[src/rtl/bpsk_frame_ctrl.sv]
// bpsk_frame_ctrl: frame sequencer for the BPSK transmit chain.
// Generates a clk_sig-domain symbol strobe and builds each frame as
// preamble (1,0,1,0,...), sync word (MSB first), m-series payload, then a
// muted guard. Drives the bit fed to bpsk and gates the duc output.
//
// Ports:
//   clk_sig    in   system clock (carrier/duc rate)
//   rst_sig    in   synchronous reset, active-high
//   start      in   request one frame; sampled only in IDLE
//   cont       in   sampled at the last guard cycle: 1 = next frame with no gap
//   abort      in   terminate the frame; back to IDLE next cycle
//   pn_bit     in   current m-series bit
//   pn_adv     out  one-cycle pulse: pn_bit consumed, source advances
//   sym_stb    out  one-cycle pulse on the last cycle of every symbol
//   base_sig   out  symbol bit to bpsk, constant for SPS cycles
//   tx_en      out  duc output valid (0 gates the output to zero)
//   busy       out  high in every state except IDLE
//   frame_done out  one-cycle pulse on the last guard cycle
module bpsk_frame_ctrl #(
  parameter int unsigned SPS       = 1280,
  parameter int unsigned PRE_LEN   = 16,
  parameter int unsigned SYNC_LEN  = 16,
  parameter logic [SYNC_LEN-1:0] SYNC_WORD = 16'hF5A3,
  parameter int unsigned PAY_LEN   = 127,
  parameter int unsigned GUARD_LEN = 4
) (
  input  logic clk_sig,
  input  logic rst_sig,
  input  logic start,
  input  logic cont,
  input  logic abort,
  input  logic pn_bit,
  output logic pn_adv,
  output logic sym_stb,
  output logic base_sig,
  output logic tx_en,
  output logic busy,
  output logic frame_done
);

  localparam int unsigned SW      = $clog2(SPS);
  localparam int unsigned MAX_A   = (PRE_LEN > SYNC_LEN) ? PRE_LEN : SYNC_LEN;
  localparam int unsigned MAX_B   = (PAY_LEN > GUARD_LEN) ? PAY_LEN : GUARD_LEN;
  localparam int unsigned MAX_LEN = (MAX_A > MAX_B) ? MAX_A : MAX_B;
  localparam int unsigned BW      = $clog2(MAX_LEN + 1);

  typedef enum logic [2:0] {IDLE, PRE, SYNC, PAY, GUARD} state_t;

  state_t         state;
  state_t         adv_state;
  logic [SW-1:0]  sym_cnt;
  logic [BW-1:0]  bit_cnt;
  logic [BW-1:0]  adv_bit;
  logic [BW-1:0]  sync_idx;
  logic           last_sym;
  logic           adv_base;

  // State, bit index and symbol value that take effect at the next symbol boundary
  always_comb begin
    last_sym  = 1'b0;
    adv_state = state;
    adv_bit   = bit_cnt + BW'(1);
    adv_base  = 1'b0;
    sync_idx  = '0;

    case (state)
      PRE:     last_sym = (bit_cnt == BW'(PRE_LEN - 1));
      SYNC:    last_sym = (bit_cnt == BW'(SYNC_LEN - 1));
      PAY:     last_sym = (bit_cnt == BW'(PAY_LEN - 1));
      GUARD:   last_sym = (bit_cnt == BW'(GUARD_LEN - 1));
      default: last_sym = 1'b0;
    endcase

    if (last_sym) begin
      adv_bit = '0;
      case (state)
        PRE:     adv_state = SYNC;
        SYNC:    adv_state = PAY;
        PAY:     adv_state = GUARD;
        GUARD:   adv_state = cont ? PRE : IDLE;
        default: adv_state = IDLE;
      endcase
    end

    sync_idx = BW'(SYNC_LEN - 1) - adv_bit;
    case (adv_state)
      PRE:     adv_base = ~adv_bit[0];
      SYNC:    adv_base = 1'(SYNC_WORD >> sync_idx);
      PAY:     adv_base = pn_bit;
      default: adv_base = 1'b0;
    endcase
  end

  // Sequencer: state, counters and all registered outputs
  always_ff @(posedge clk_sig) begin
    if (rst_sig || abort) begin
      // abort shares the reset path so it wins over start, cont and strobes
      state      <= IDLE;
      sym_cnt    <= '0;
      bit_cnt    <= '0;
      pn_adv     <= 1'b0;
      sym_stb    <= 1'b0;
      base_sig   <= 1'b0;
      tx_en      <= 1'b0;
      busy       <= 1'b0;
      frame_done <= 1'b0;
    end else begin
      pn_adv     <= 1'b0;
      frame_done <= 1'b0;
      if (state == IDLE) begin
        if (start) begin
          state    <= PRE;
          sym_cnt  <= '0;
          bit_cnt  <= '0;
          base_sig <= 1'b1;
          tx_en    <= 1'b1;
          busy     <= 1'b1;
          sym_stb  <= 1'b0;
        end
      end else begin
        // strobe is registered one cycle early so it lines up with sym_cnt==SPS-1
        sym_stb    <= (sym_cnt == SW'(SPS - 2));
        frame_done <= (state == GUARD) && last_sym && (sym_cnt == SW'(SPS - 2));
        if (sym_stb) begin
          sym_cnt  <= '0;
          state    <= adv_state;
          bit_cnt  <= adv_bit;
          base_sig <= adv_base;
          tx_en    <= (adv_state == PRE) || (adv_state == SYNC) || (adv_state == PAY);
          busy     <= (adv_state != IDLE);
          pn_adv   <= (adv_state == PAY);
        end else begin
          sym_cnt  <= sym_cnt + SW'(1);
        end
      end
    end
  end

endmodule

[config.mk]
export PLATFORM = sky130hd
export DESIGN_NAME = bpsk_frame_ctrl
export DESIGN_NICKNAME = d
export VERILOG_FILES = /design/src/rtl/bpsk_frame_ctrl.sv
export SDC_FILE = /design/constraint.sdc
export NUM_CORES = 1
export LEC_CHECK = 0
export CAP_MARGIN = 20
export CORE_UTILIZATION = 35
export CTS_BUF_LIST = sky130_fd_sc_hd__clkbuf_2 sky130_fd_sc_hd__clkbuf_4 sky130_fd_sc_hd__clkbuf_8
export DETAILED_ROUTE_END_ITERATION = 8
export GPL_TIMING_DRIVEN = 1
export PLACE_DENSITY_LB_ADDON = 0.1
export SLEW_MARGIN = 15
export SYNTH_ARGS = -nofsm -noshare
export SYNTH_HDL_FRONTEND = slang
export SYNTH_SLANG_ARGS = --single-unit
[constraint.sdc]
create_clock -name clk_sig -period 2.9 [get_ports clk_sig]
set_clock_uncertainty 0.15 [all_clocks]
set_input_delay 0.435 -clock clk_sig [delete_from_list [all_inputs] [get_ports clk_sig]]
set_output_delay 0.435 -clock clk_sig [all_outputs]
set_load 0.01 [all_outputs]
==> Word level (Yosys, flattened, before mapping) <==
Index checks and enable logic that the tools add are counted.
{ "totals": {"reg_bits": 27, "inputBits": 6, "output_inout_bits": 6} }
{ "classes": {"n_addsub": 3, "n_eq_ne": 12, "shift": 1, "muxes": 24, "bitwise_logic": 2, "n_reduce_logical": 12} }
{ "op_table": {"columns": ["operator", "n"], "rows": [
  ["11-bit two-way mux", 3],
  ["7-bit two-way mux", 4],
  ["16-bit by 7-bit >> shifter with 1-bit output, first input constant", 1],
  ["3-bit by 2-bit == test with 1-bit output, second input constant", 4],
  ["3-bit two-way mux", 4],
  ["3-bit case mux with 4 select lines", 1],
  ["11-bit by 1-bit adder with 11-bit output, second input constant", 1],
  ["11-bit == test, second input constant", 1],
  ["1-bit two-way mux", 10],
  ["7-bit by 1-bit adder with 7-bit output, second input constant", 1],
  ["7-bit by 2-bit == test with 1-bit output, second input constant", 1],
  ["7-bit by 4-bit == test with 1-bit output, second input constant", 1],
  ["7-bit == test, second input constant", 1],
  ["4-bit by 7-bit subtractor with 7-bit output, first input constant", 1],
  ["3-bit by 1-bit == test with 1-bit output, second input constant", 2],
  ["1-bit case mux with 3 select lines", 2],
  ["2-bit OR reduction", 2],
  ["3-bit == test, second input constant", 1],
  ["3-bit logical NOT", 1],
  ["1-bit logical OR", 3],
  ["3-bit nonzero test", 1],
  ["3-bit OR reduction", 1],
  ["1-bit logical AND", 2],
  ["2-bit != test, second input constant", 1],
  ["other kinds (3)", 4]
]} }

==> Depth between registers and ports, before layout <==
Gate-level depths: netlist of the first run.
{ "depth": {"ltp_word": 9, "ltp_mapped": 9, "mapped_depth_nobuf": 8} }

==> Worst setup path after synthesis of the first run <==
Ideal clock, no wire load.
{ "synth_timing": {"path_type": "flip-flop to flip-flop", "from": "reg bit_cnt[4]", "to": "reg base_sig", "setup_ns": 0.069, "arrival_time_ns": 1.712, "path_slack_ns": 0.969, "path_stages_with_launch": 10, "n_path_buf": 1, "period_less_slack_ns": 1.931, "path_cell_list": "dfxtp_1 > buf_4 > and2_1 > nand4_4 > a21oi_4 > nand2b_1 > ha_1 > nor2_1 > nand4_1 > o21ai_1"} }
{ "synth_via": {"elab_chain_cells": 8, "elab_cells_between_ends": 16} }
{ "synth_lines": {"columns": ["element", "line_no", "text"], "rows": [
  ["from (decl)", "52", "logic [BW-1:0] bit_cnt;"],
  ["from (signal assigned)", "127", "bit_cnt <= adv_bit;"],
  ["branches (longest 5 deep; another with 7-bit by 1-bit adder with 7-bit output)", null, null],
  ["1-bit case mux with 3 select lines *", "86", "case (adv_state)"],
  ["1-bit two-way mux *", "124", "if (sym_stb) begin"],
  ["1-bit two-way mux *", "110", "if (state == IDLE) begin"],
  ["to (signal assigned)", "128", "base_sig <= adv_base;"],
  ["to (decl)", "35", "output logic base_sig,"]
]} }
Mark *: on every way between the ends. The select of a mux whose other input is x is not followed.
A chain may end at the register's enable or synchronous reset.

==> Worst setup path in the final report of the first run <==
{ "layout_timing": {"from": "reg state[2]", "to": "reg base_sig"} }
{ "layout_via": {"elab_chain_cells": 9, "elab_cells_between_ends": 22} }
{ "layout_lines": {"columns": ["element", "line_no", "text"], "rows": [
  ["from (decl)", "49", "state_t state;"],
  ["from (signal assigned)", "126", "state <= adv_state;"],
  ["3-bit by 2-bit == test with 1-bit output or 3-bit by 1-bit == test with 1-bit output (tied branches)", "66, 76", null],
  ["2-bit OR reduction (no line)", null, null],
  ["1-bit case mux with 3 select lines", "66", "case (state)"],
  ["7-bit two-way mux", "74", "if (last_sym) begin"],
  ["4-bit by 7-bit subtractor with 7-bit output", "85", "sync_idx = BW'(SYNC_LEN - 1) - adv_bit;"],
  ["16-bit by 7-bit >> shifter with 1-bit output", "88", "SYNC: adv_base = 1'(SYNC_WORD >> sync_idx);"],
  ["1-bit case mux with 3 select lines", "86", null],
  ["1-bit two-way mux", "124", null],
  ["1-bit two-way mux", "110", null]
]} }
Parallel ways exist; a longest one is shown, timed or not. The select of a mux whose other input is x is not followed.

==> out/qor.log, run 1 <==
[outcome] run status completed
[yosys] synthesized instance count 225
[worst_setup_path] required time at the worst-slack endpoint 2.97 ns
[worst_setup_path] Data arrival, critical path 2.55 ns
[yosys] cell types with the largest area share after synthesis sky130_fd_sc_hd__dfxtp_1 (30%), sky130_fd_sc_hd__nor2_1 (7.7%), sky130_fd_sc_hd__a21oi_1 (3.9%)
[clocking] number of resized instances in the post-cts repair step 0
[worst_setup_path] critical path cell sequence nor3b_2, a32oi_4, a21oi_4, nand2b_1, ha_1, nor2_1, nand4_1, o21ai_1
[final_layout] fraction of layout cells with a size suffix above 1 9.91%
[placement] final HPWL from detailed placement 3.03 mm
[worst_setup_path] capturing element type of the critical path flop
[sta] setup violation total in the final timing report 0
[die] starting density of the core 37.2%
[power_and_ir_drop] areal power density over the cells 326 mW/mm^2
[yosys] Synth async-reset ratio 0%
[detailed_routing] first-pass iteration count of the detailed router 4
[detailed_routing] post-detailed-route count of antenna-violating nets 0
[yosys] number of synthesized flops with an enable pin 0
[sta] actual slew at the worst max-slew pin 0.642 ns
[sta] Peak Freq 404 MHz
[die] floorplan die height 73.6 um
[detailed_routing] vias per inst 5.51
[die] Top-Level Pins 12
[grt] largest net degree at the start of global routing 19
[power_and_ir_drop] Total Power Consumption 650 uW
[yosys] biggest area consumer among synthesized cells sky130_fd_sc_hd__dfxtp_1
[clocking] clock root buffer sky130_fd_sc_hd__clkbuf_8
[placement] Final GP Congestion 0.795
[die] area of the core 0.00482 mm^2
[yosys] combined area of all synthesized cells 0.00179 mm^2
[final_layout] Fill cells 518
[worst_setup_path] CP startpoint kind flop
[grt] via count of the first global-routing pass 1353
[yosys] part of the Yosys area used for sequential elements 30.1%
[grt] global-route usage over all layers 16.2%
[yosys] share of Yosys cell area claimed by the top area cell type 30.1%
[die] Die Area 0.00541 mm^2
[power_and_ir_drop] static power due to leakage 0.682 nW
[worst_setup_path] critical path's slowest cell sky130_fd_sc_hd__dfxtp_1
[die] Die X 73.6 um
[placement] buffers added on ports 11
[power_and_ir_drop] maximum VDD drop 0.000166 V
[clocking] worst-case clock buffer depth 2
[final_layout] number of nets in the layout 243
[sta] fin crit share 85.5%
[yosys] mean cell area of the mapped netlist 7.97 um^2
[clocking] Num CTS Buffers 3
[min_path] Min-Delay Path Class flop to flop
[final_layout] relative area change from synthesis to final layout 11.4%
[clocking] Reg clk slew, reported paths 0.10 ns
[sta] post-route setup TNS 0 ns
[sta] shortest period the worst path allows 2.48 ns
[yosys] number of nets in the synthesized netlist 235
[grt] global-route wire length before repair 6.69 mm
[flow_run] max capacitance violation total 0
[detailed_routing] per-cell routed wire length 13.9 um
[yosys] number of synthesized register bits 27
[grt] antenna violations before repair 0
[worst_setup_path] largest fanout on the critical path 12
[clocking] number of clock sinks seen by CTS 27
[detailed_routing] count of routing violations after the opening detailed-route iteration 129
[worst_setup_path] Slowest Stage Delay on Critical Path 0.60 ns
[yosys] Yosys warning count 0
[detailed_routing] DRC violations left 0
[sta] worst slew margin relative to its limit 57.1%
[grt] Remaining Overflow, GRT 0
[final_layout] # diodes 0
[yosys] most repeated cell in the gate-level netlist after synthesis sky130_fd_sc_hd__nor2_1
[yosys] main flop type after synthesis sky130_fd_sc_hd__dfxtp_1
[detailed_routing] number of vias after detailed routing 1646
[clocking] H-tree Lvls 1
[yosys] count of unique library cells instantiated by Yosys 56
[worst_setup_path] start-to-end type of the worst setup path flop to flop
[clocking] clock latency on the worst-skew pair 0.28 ns
[detailed_routing] overall routed net length 4.16 mm
[sta] Slew Viols, Final 0
[clocking] clock tree from TritonCTS done
[sta] Final Hold Viols 0
[clocking] Setup Buffers After CTS 0
[yosys] top post-synthesis cells by count sky130_fd_sc_hd__nor2_1 (37), sky130_fd_sc_hd__dfxtp_1 (27), sky130_fd_sc_hd__a21oi_1 (14)
[die] num rows 25
[clocking] hold buffer count at cts 0
[sta] RSZ-0062 raised after global routing false
per-layer routing:
layer / up-vias / global-route usage [%] / wire length [um]
met2: 40 / 23.3 / 1770
met1: 762 / 23.8 / 2190
li1: 840 / - / -
met3: 4 / 3.43 / 163
met5: - / 0 / 0
met4: 0 / 4.91 / 37
worst paths after layout:
kind         startpoint          to  slack [ns]  cells past startpoint
min reg2reg  sym_cnt[7]  sym_cnt[7]        0.36                      1
max reg2reg    state[2]    base_sig        0.42                      8
min          sym_cnt[7]  sym_cnt[7]        0.36                      1
max            state[2]    base_sig        0.42                      8
stage by stage:
stage                     std cells  hold slack (ns)  utilization, %  worst slack, ns  instance area, um^2
after floorplan                 225            0.299               -            0.969                 1790
after global placement          295            0.337            40.5            0.417                 1950
after detailed placement        295            0.328            40.5            0.441                 1950
after CTS                       299            0.350            41.5            0.412                 2000
after global routing            299            0.365            41.5            0.220                 2000
final                           299            0.358            41.5            0.422                 2000
power breakdown:
part	internal [mW]	total, mW	switching [mW]
clock network	0.0964	0.217	0.120
registers	0.374	0.378	0.00449
logic	0.0232	0.0553	0.0321
total	0.493	0.650	0.157
placed cells by master, fill, tap and decap left out, types with 4 or more instances in the layout:
cell type,n
sky130_fd_sc_hd__xnor2_1,4
sky130_fd_sc_hd__ha_1,4
sky130_fd_sc_hd__a21oi_1,14
sky130_fd_sc_hd__o21ai_0,13
sky130_fd_sc_hd__dfxtp_1,27
sky130_fd_sc_hd__a21o_1,5
sky130_fd_sc_hd__buf_4,6
sky130_fd_sc_hd__a311oi_1,5
sky130_fd_sc_hd__inv_1,6
sky130_fd_sc_hd__nor3_1,5
sky130_fd_sc_hd__nor2b_1,4
sky130_fd_sc_hd__nand4_1,7
sky130_fd_sc_hd__nor2_1,37
sky130_fd_sc_hd__nand2b_1,4
sky130_fd_sc_hd__nand2_1,13
sky130_fd_sc_hd__nand3_1,9
sky130_fd_sc_hd__a31oi_1,4
sky130_fd_sc_hd__clkdlybuf4s50_1,11
critical path, delay by kind of cell (launching register included):
| family | cells | cell delay (ns) |
|---|---|---|
| AOI/OAI and AO/OA | 3 | 0.65 |
| adders and majority gates | 1 | 0.24 |
| DFF | 1 | 0.60 |
| and+or+nand+nor | 4 | 0.78 |
sequential cells by signal, indices dropped and copies added (netlist names):
register / flops
tx_en: 1
busy: 1
sym_stb: 1
frame_done: 1
sym_cnt: 11
base_sig: 1
bit_cnt: 7
pn_adv: 1
state: 3
cell families (layout without fill, tap and decap cells):
logic type                 count (synthesis)  in the layout  synth area share, %
adders and majority gates                  4              4                 2.79
DFF                                       27             27                 30.1
and+or+nand+nor                          100            100                 30.3
muxes                                      4              4                 2.37
xor gates and xnor gates                   4              4                 1.95
buffers and inverters                     20             27                 5.79
AOI/OAI and AO/OA                         66             66                 26.7
area by class of cell:
class / count / area (um^2) / share of cell area (%)
repair buffers: 17 / 155 / 7.77
multi-input cells: 178 / 1150 / 57.5
well taps: 67 / 83.8 / 4.20
clock inverters: 1 / 5.00 / 0.251
flip-flops and latches: 27 / 541 / 27.1
inverters: 6 / 22.5 / 1.13
clock buffers: 3 / 41.3 / 2.07
Note: power is estimated with default switching activity, not from simulation.
==> run 2, diff against run 1 <==
--- a/config.mk
+++ b/config.mk
@@ -5,12 +5,15 @@
 export SDC_FILE = /design/constraint.sdc
 export NUM_CORES = 1
 export LEC_CHECK = 0
+export ABC_AREA = 1
 export CAP_MARGIN = 20
+export CORE_ASPECT_RATIO = 1.75
 export CORE_UTILIZATION = 35
 export CTS_BUF_LIST = sky130_fd_sc_hd__clkbuf_2 sky130_fd_sc_hd__clkbuf_4 sky130_fd_sc_hd__clkbuf_8
 export DETAILED_ROUTE_END_ITERATION = 8
 export GPL_TIMING_DRIVEN = 1
 export PLACE_DENSITY_LB_ADDON = 0.1
+export RECOVER_POWER = 25
 export SLEW_MARGIN = 15
 export SYNTH_ARGS = -nofsm -noshare
 export SYNTH_HDL_FRONTEND = slang
==> run 2 against run 1 <==
Die area shrank 9.7%. Worst setup slack gained 0.025 ns. Critical path depth grew 6. Via count fell by 5.3%. Cell area down 8.1%. Cell count did not move. Sequential power barely moved. Synthesized cell count up 3.1%. Hold slack better by 0.0014 ns. Clock power hardly changed. Combinational power grew 19%. Critical endpoint unchanged. Largest cell class unchanged.
==> out/qor.log, run 2 <==
[power_and_ir_drop] static power due to leakage 0.744 nW [+9.1%]
[worst_setup_path] largest fanout on the critical path 19 [+7]
[worst_setup_path] R2R cell count 14 [+6]
[flow_run] max capacitance violation total 0 [unchanged]
[detailed_routing] post-detailed-route count of antenna-violating nets 0 [unchanged]
[yosys] number of synthesized register bits 27 [unchanged]
[sta] setup violation total in the final timing report 0 [unchanged]
[clocking] Reg clk slew, reported paths 0.09 ns [about the same]
[yosys] synthesized instance count 232 [+3.1%]
[worst_setup_path] start-to-end type of the worst setup path flop to flop
[detailed_routing] per-cell routed wire length 14.5 um [+4.1%]
[detailed_routing] first-pass iteration count of the detailed router 4 [unchanged]
[yosys] biggest area consumer among synthesized cells sky130_fd_sc_hd__dfxtp_1
[clocking] clock root buffer sky130_fd_sc_hd__clkbuf_8
[final_layout] Fill cells 499 [-3.7%]
[final_layout] # diodes 0 [unchanged]
[clocking] clock tree from TritonCTS done
[sta] RSZ-0062 raised after global routing false
[detailed_routing] number of vias after detailed routing 1558 [-5.3%]
[detailed_routing] overall routed net length 4.33 mm [+4.1%]
[sta] shortest period the worst path allows 2.45 ns [-0.0249 ns]
[final_layout] relative area change from synthesis to final layout 13.8%
[power_and_ir_drop] maximum VDD drop 0.000249 V [+50%]
[grt] global-route wire length before repair 7.35 mm [+9.8%]
[die] starting density of the core 36.6% [-0.63 points]
[detailed_routing] count of routing violations after the opening detailed-route iteration 20 [-84%]
[min_path] Hold Path Stages 2 [+1]
[yosys] cell types with the largest area share after synthesis sky130_fd_sc_hd__dfxtp_1 (34%), sky130_fd_sc_hd__nand2_1 (12%), sky130_fd_sc_hd__nand3_1 (7.8%)
[final_layout] number of flip-flops under the largest register name 11 [unchanged]
[yosys] main flop type after synthesis sky130_fd_sc_hd__dfxtp_1
[die] floorplan die height 91.8 um [+25%]
[worst_setup_path] WP depth 14 [+6]
[worst_setup_path] critical path launch point state[0]
[final_layout] number of nets in the layout 259 [+6.6%]
[worst_setup_path] critical path's slowest cell sky130_fd_sc_hd__dfxtp_1
[min_path] Min-Delay Path Class flop to flop
[yosys] number of nets in the synthesized netlist 242 [+3.0%]
[grt] largest net degree at the start of global routing 20 [+1]
[clocking] hold buffer count at cts 0 [unchanged]
[placement] Setup WS pre-CTS 0.501 ns [+0.0598 ns]
[die] num rows 32 [+28%]
[die] area of the core 0.00440 mm^2 [-8.6%]
[final_layout] most common cell after layout, fill and taps aside sky130_fd_sc_hd__nand2_1
[worst_setup_path] Slowest Stage Delay on Critical Path 0.38 ns [-0.22 ns]
[worst_setup_path] cell class contributing the biggest share of worst-path delay simple AND/OR/NAND/NOR gates
[clocking] number of clock sinks seen by CTS 27 [unchanged]
[yosys] Synth async-reset ratio 0% [unchanged]
[sta] actual slew at the worst max-slew pin 0.684 ns [+0.0422 ns]
[sta] Slew Viols, Final 0 [unchanged]
[worst_setup_path] capturing element type of the critical path flop
[placement] buffers added on ports 11 [unchanged]
[yosys] count of unique library cells instantiated by Yosys 40 [-29%]
[grt] antenna violations before repair 0 [unchanged]
[yosys] number of synthesized flops with an enable pin 0 [unchanged]
[yosys] combined area of all synthesized cells 0.00161 mm^2 [-10%]
[die] Die X 53.3 um [-28%]
[yosys] mean cell area of the mapped netlist 6.95 um^2 [-13%]
[sta] Final Hold Viols 0 [unchanged]
[placement] Final GP Congestion 0.817 [+2.9%]
[grt] global-route usage over all layers 20.4% [+4.2 points]
[final_layout] fraction of layout cells with a size suffix above 1 9.27% [-0.64 points]
[power_and_ir_drop] areal power density over the cells 359 mW/mm^2 [+10%]
[outcome] run status completed
[placement] final HPWL from detailed placement 3.50 mm [+15%]
[clocking] worst-case clock buffer depth 2 [unchanged]
[worst_setup_path] required time at the worst-slack endpoint 2.95 ns [-0.02 ns]
[grt] via count of the first global-routing pass 1610 [+19%]
[worst_setup_path] cell repeated most along the worst path sky130_fd_sc_hd__nand2_1
[min_path] startpoint of the most critical hold path base_sig
[detailed_routing] DRC violations left 0 [unchanged]
[worst_setup_path] Critical R2R Launch state[0]
[grt] Remaining Overflow, GRT 0 [unchanged]
[detailed_routing] vias per inst 5.21 [-5.3%]
[yosys] share of Yosys cell area claimed by the top area cell type 33.5% [+3.4 points]
[clocking] Setup Buffers After CTS 0 [unchanged]
[worst_setup_path] critical path cell sequence nor2_1, nor2_1, nand2_1, nand2_2, nand3_4, nand3_1, ha_1, inv_1, nand2_1, nor2_1, nand3_1, nand2_1, nand2_1, a21oi_2
[die] Die Area 0.00489 mm^2 [-9.7%]
[final_layout] most frequent cells in the layout sky130_fd_sc_hd__nand2_1 (53), sky130_fd_sc_hd__inv_1 (29), sky130_fd_sc_hd__dfxtp_1 (27), sky130_fd_sc_hd__nand3_1 (25), sky130_fd_sc_hd__nor2_1 (20)
[final_layout] largest registers sym_cnt: 11 flops, bit_cnt: 7 flops, state: 3 flops
[clocking] number of resized instances in the post-cts repair step 0 [unchanged]
[yosys] most repeated cell in the gate-level netlist after synthesis sky130_fd_sc_hd__nand2_1
[final_layout] largest reg by FF count sym_cnt
[sta] worst slew margin relative to its limit 54.2% [-2.9 points]
[sta] worst setup slack after layout 0.447 ns [+0.0249 ns]
[sta] fin crit share 84.6% [-0.86 points]
[clocking] Num CTS Buffers 3 [unchanged]
[yosys] Yosys warning count 0 [unchanged]
[sta] Peak Freq 408 MHz [+1.0%]
[worst_setup_path] CP startpoint kind flop
[worst_setup_path] critical path buffer and inverter count 1 [+1]
[sta] post-route setup TNS 0 ns [unchanged]
[clocking] clock latency on the worst-skew pair 0.27 ns [about the same]
[worst_setup_path] Data arrival, critical path 2.51 ns [-0.04 ns]
[die] Top-Level Pins 12 [unchanged]
[yosys] top post-synthesis cells by count sky130_fd_sc_hd__nand2_1 (53), sky130_fd_sc_hd__inv_1 (29), sky130_fd_sc_hd__dfxtp_1 (27)
[yosys] part of the Yosys area used for sequential elements 33.5% [+3.4 points]
[clocking] H-tree Lvls 1 [unchanged]
==> run 2: cell types whose count changed in the layout (fill, tap and decap cells not counted), sizes merged, moves of 5 or more <==
cell and delta:
dlygate4sd3 +5, inv +27, nand3 +18, clkdlybuf4s50 -5, o21ai -6, nand2 +43, nor2 -14, a311oi -5
==> run 2: metrics by stage <==
step	std cells	hold WS [ns]	utilization (%)	total power, mW	cell area [um^2]
after floorplan	232	0.322	-	0.425	1610
after global placement	295	0.346	40.7	0.454	1790
after detailed placement	295	0.351	40.7	0.455	1790
after CTS	299	0.368	41.8	0.670	1840
after global routing	299	0.384	41.6	0.694	1830
final	299	0.360	41.6	0.659	1830
==> run 2: power by group <==
part           switching (mW)  internal [mW]  total, mW  leakage (nW)
Sequential            0.00365          0.374      0.378         0.218
Combinational          0.0419         0.0240     0.0658         0.501
Clock                   0.119         0.0963      0.215        0.0255
==> run 2: final timing paths <==
kind / endpoint / slack, ns
setup / recovery: base_sig / 0.45
hold reg to reg: base_sig / 0.36
hold / removal: base_sig / 0.36
setup reg to reg: base_sig / 0.45
==> run 2: final cells by class <==
class | instances | area (um^2) | area share (%)
sequential | 27 | 541 | 29.5
tap | 51 | 63.8 | 3.48
clock inverter | 1 | 5.00 | 0.273
inverter | 35 | 131 | 7.16
clock buffer | 3 | 41.3 | 2.25
multi-input combinational | 168 | 920 | 50.1
timing repair buffer | 14 | 133 | 7.23
==> run 2: cells by family (layout without fill, tap and decap cells) <==
group	after synthesis	count (layout)	share of synthesized area, %
XOR/XNOR	2	2	1.09
AND/OR/NAND/NOR	121	121	36.1
flip-flops	27	27	33.5
AO/OA/AOI/OAI	41	41	17.1
adder cells (fa/ha/maj)	4	4	3.11
buffers and inverters	37	53	9.08
==> run 2: layer usage <==
metal	vias to the layer above	wire (um)	global-route usage, %
met1	711	1680	21.1
met5	-	0	0
met4	0	89	8.99
met2	23	2510	38.2
li1	818	-	-
met3	6	53	1.99
==> run 2: worst reg2reg max path, delay by kind of cell (launching register included) <==
family	cells	cell delay, ns
compound gates	1	0.11
flops	1	0.38
fa+ha+maj	1	0.31
buf+inv	1	0.05
simple gates	11	1.40
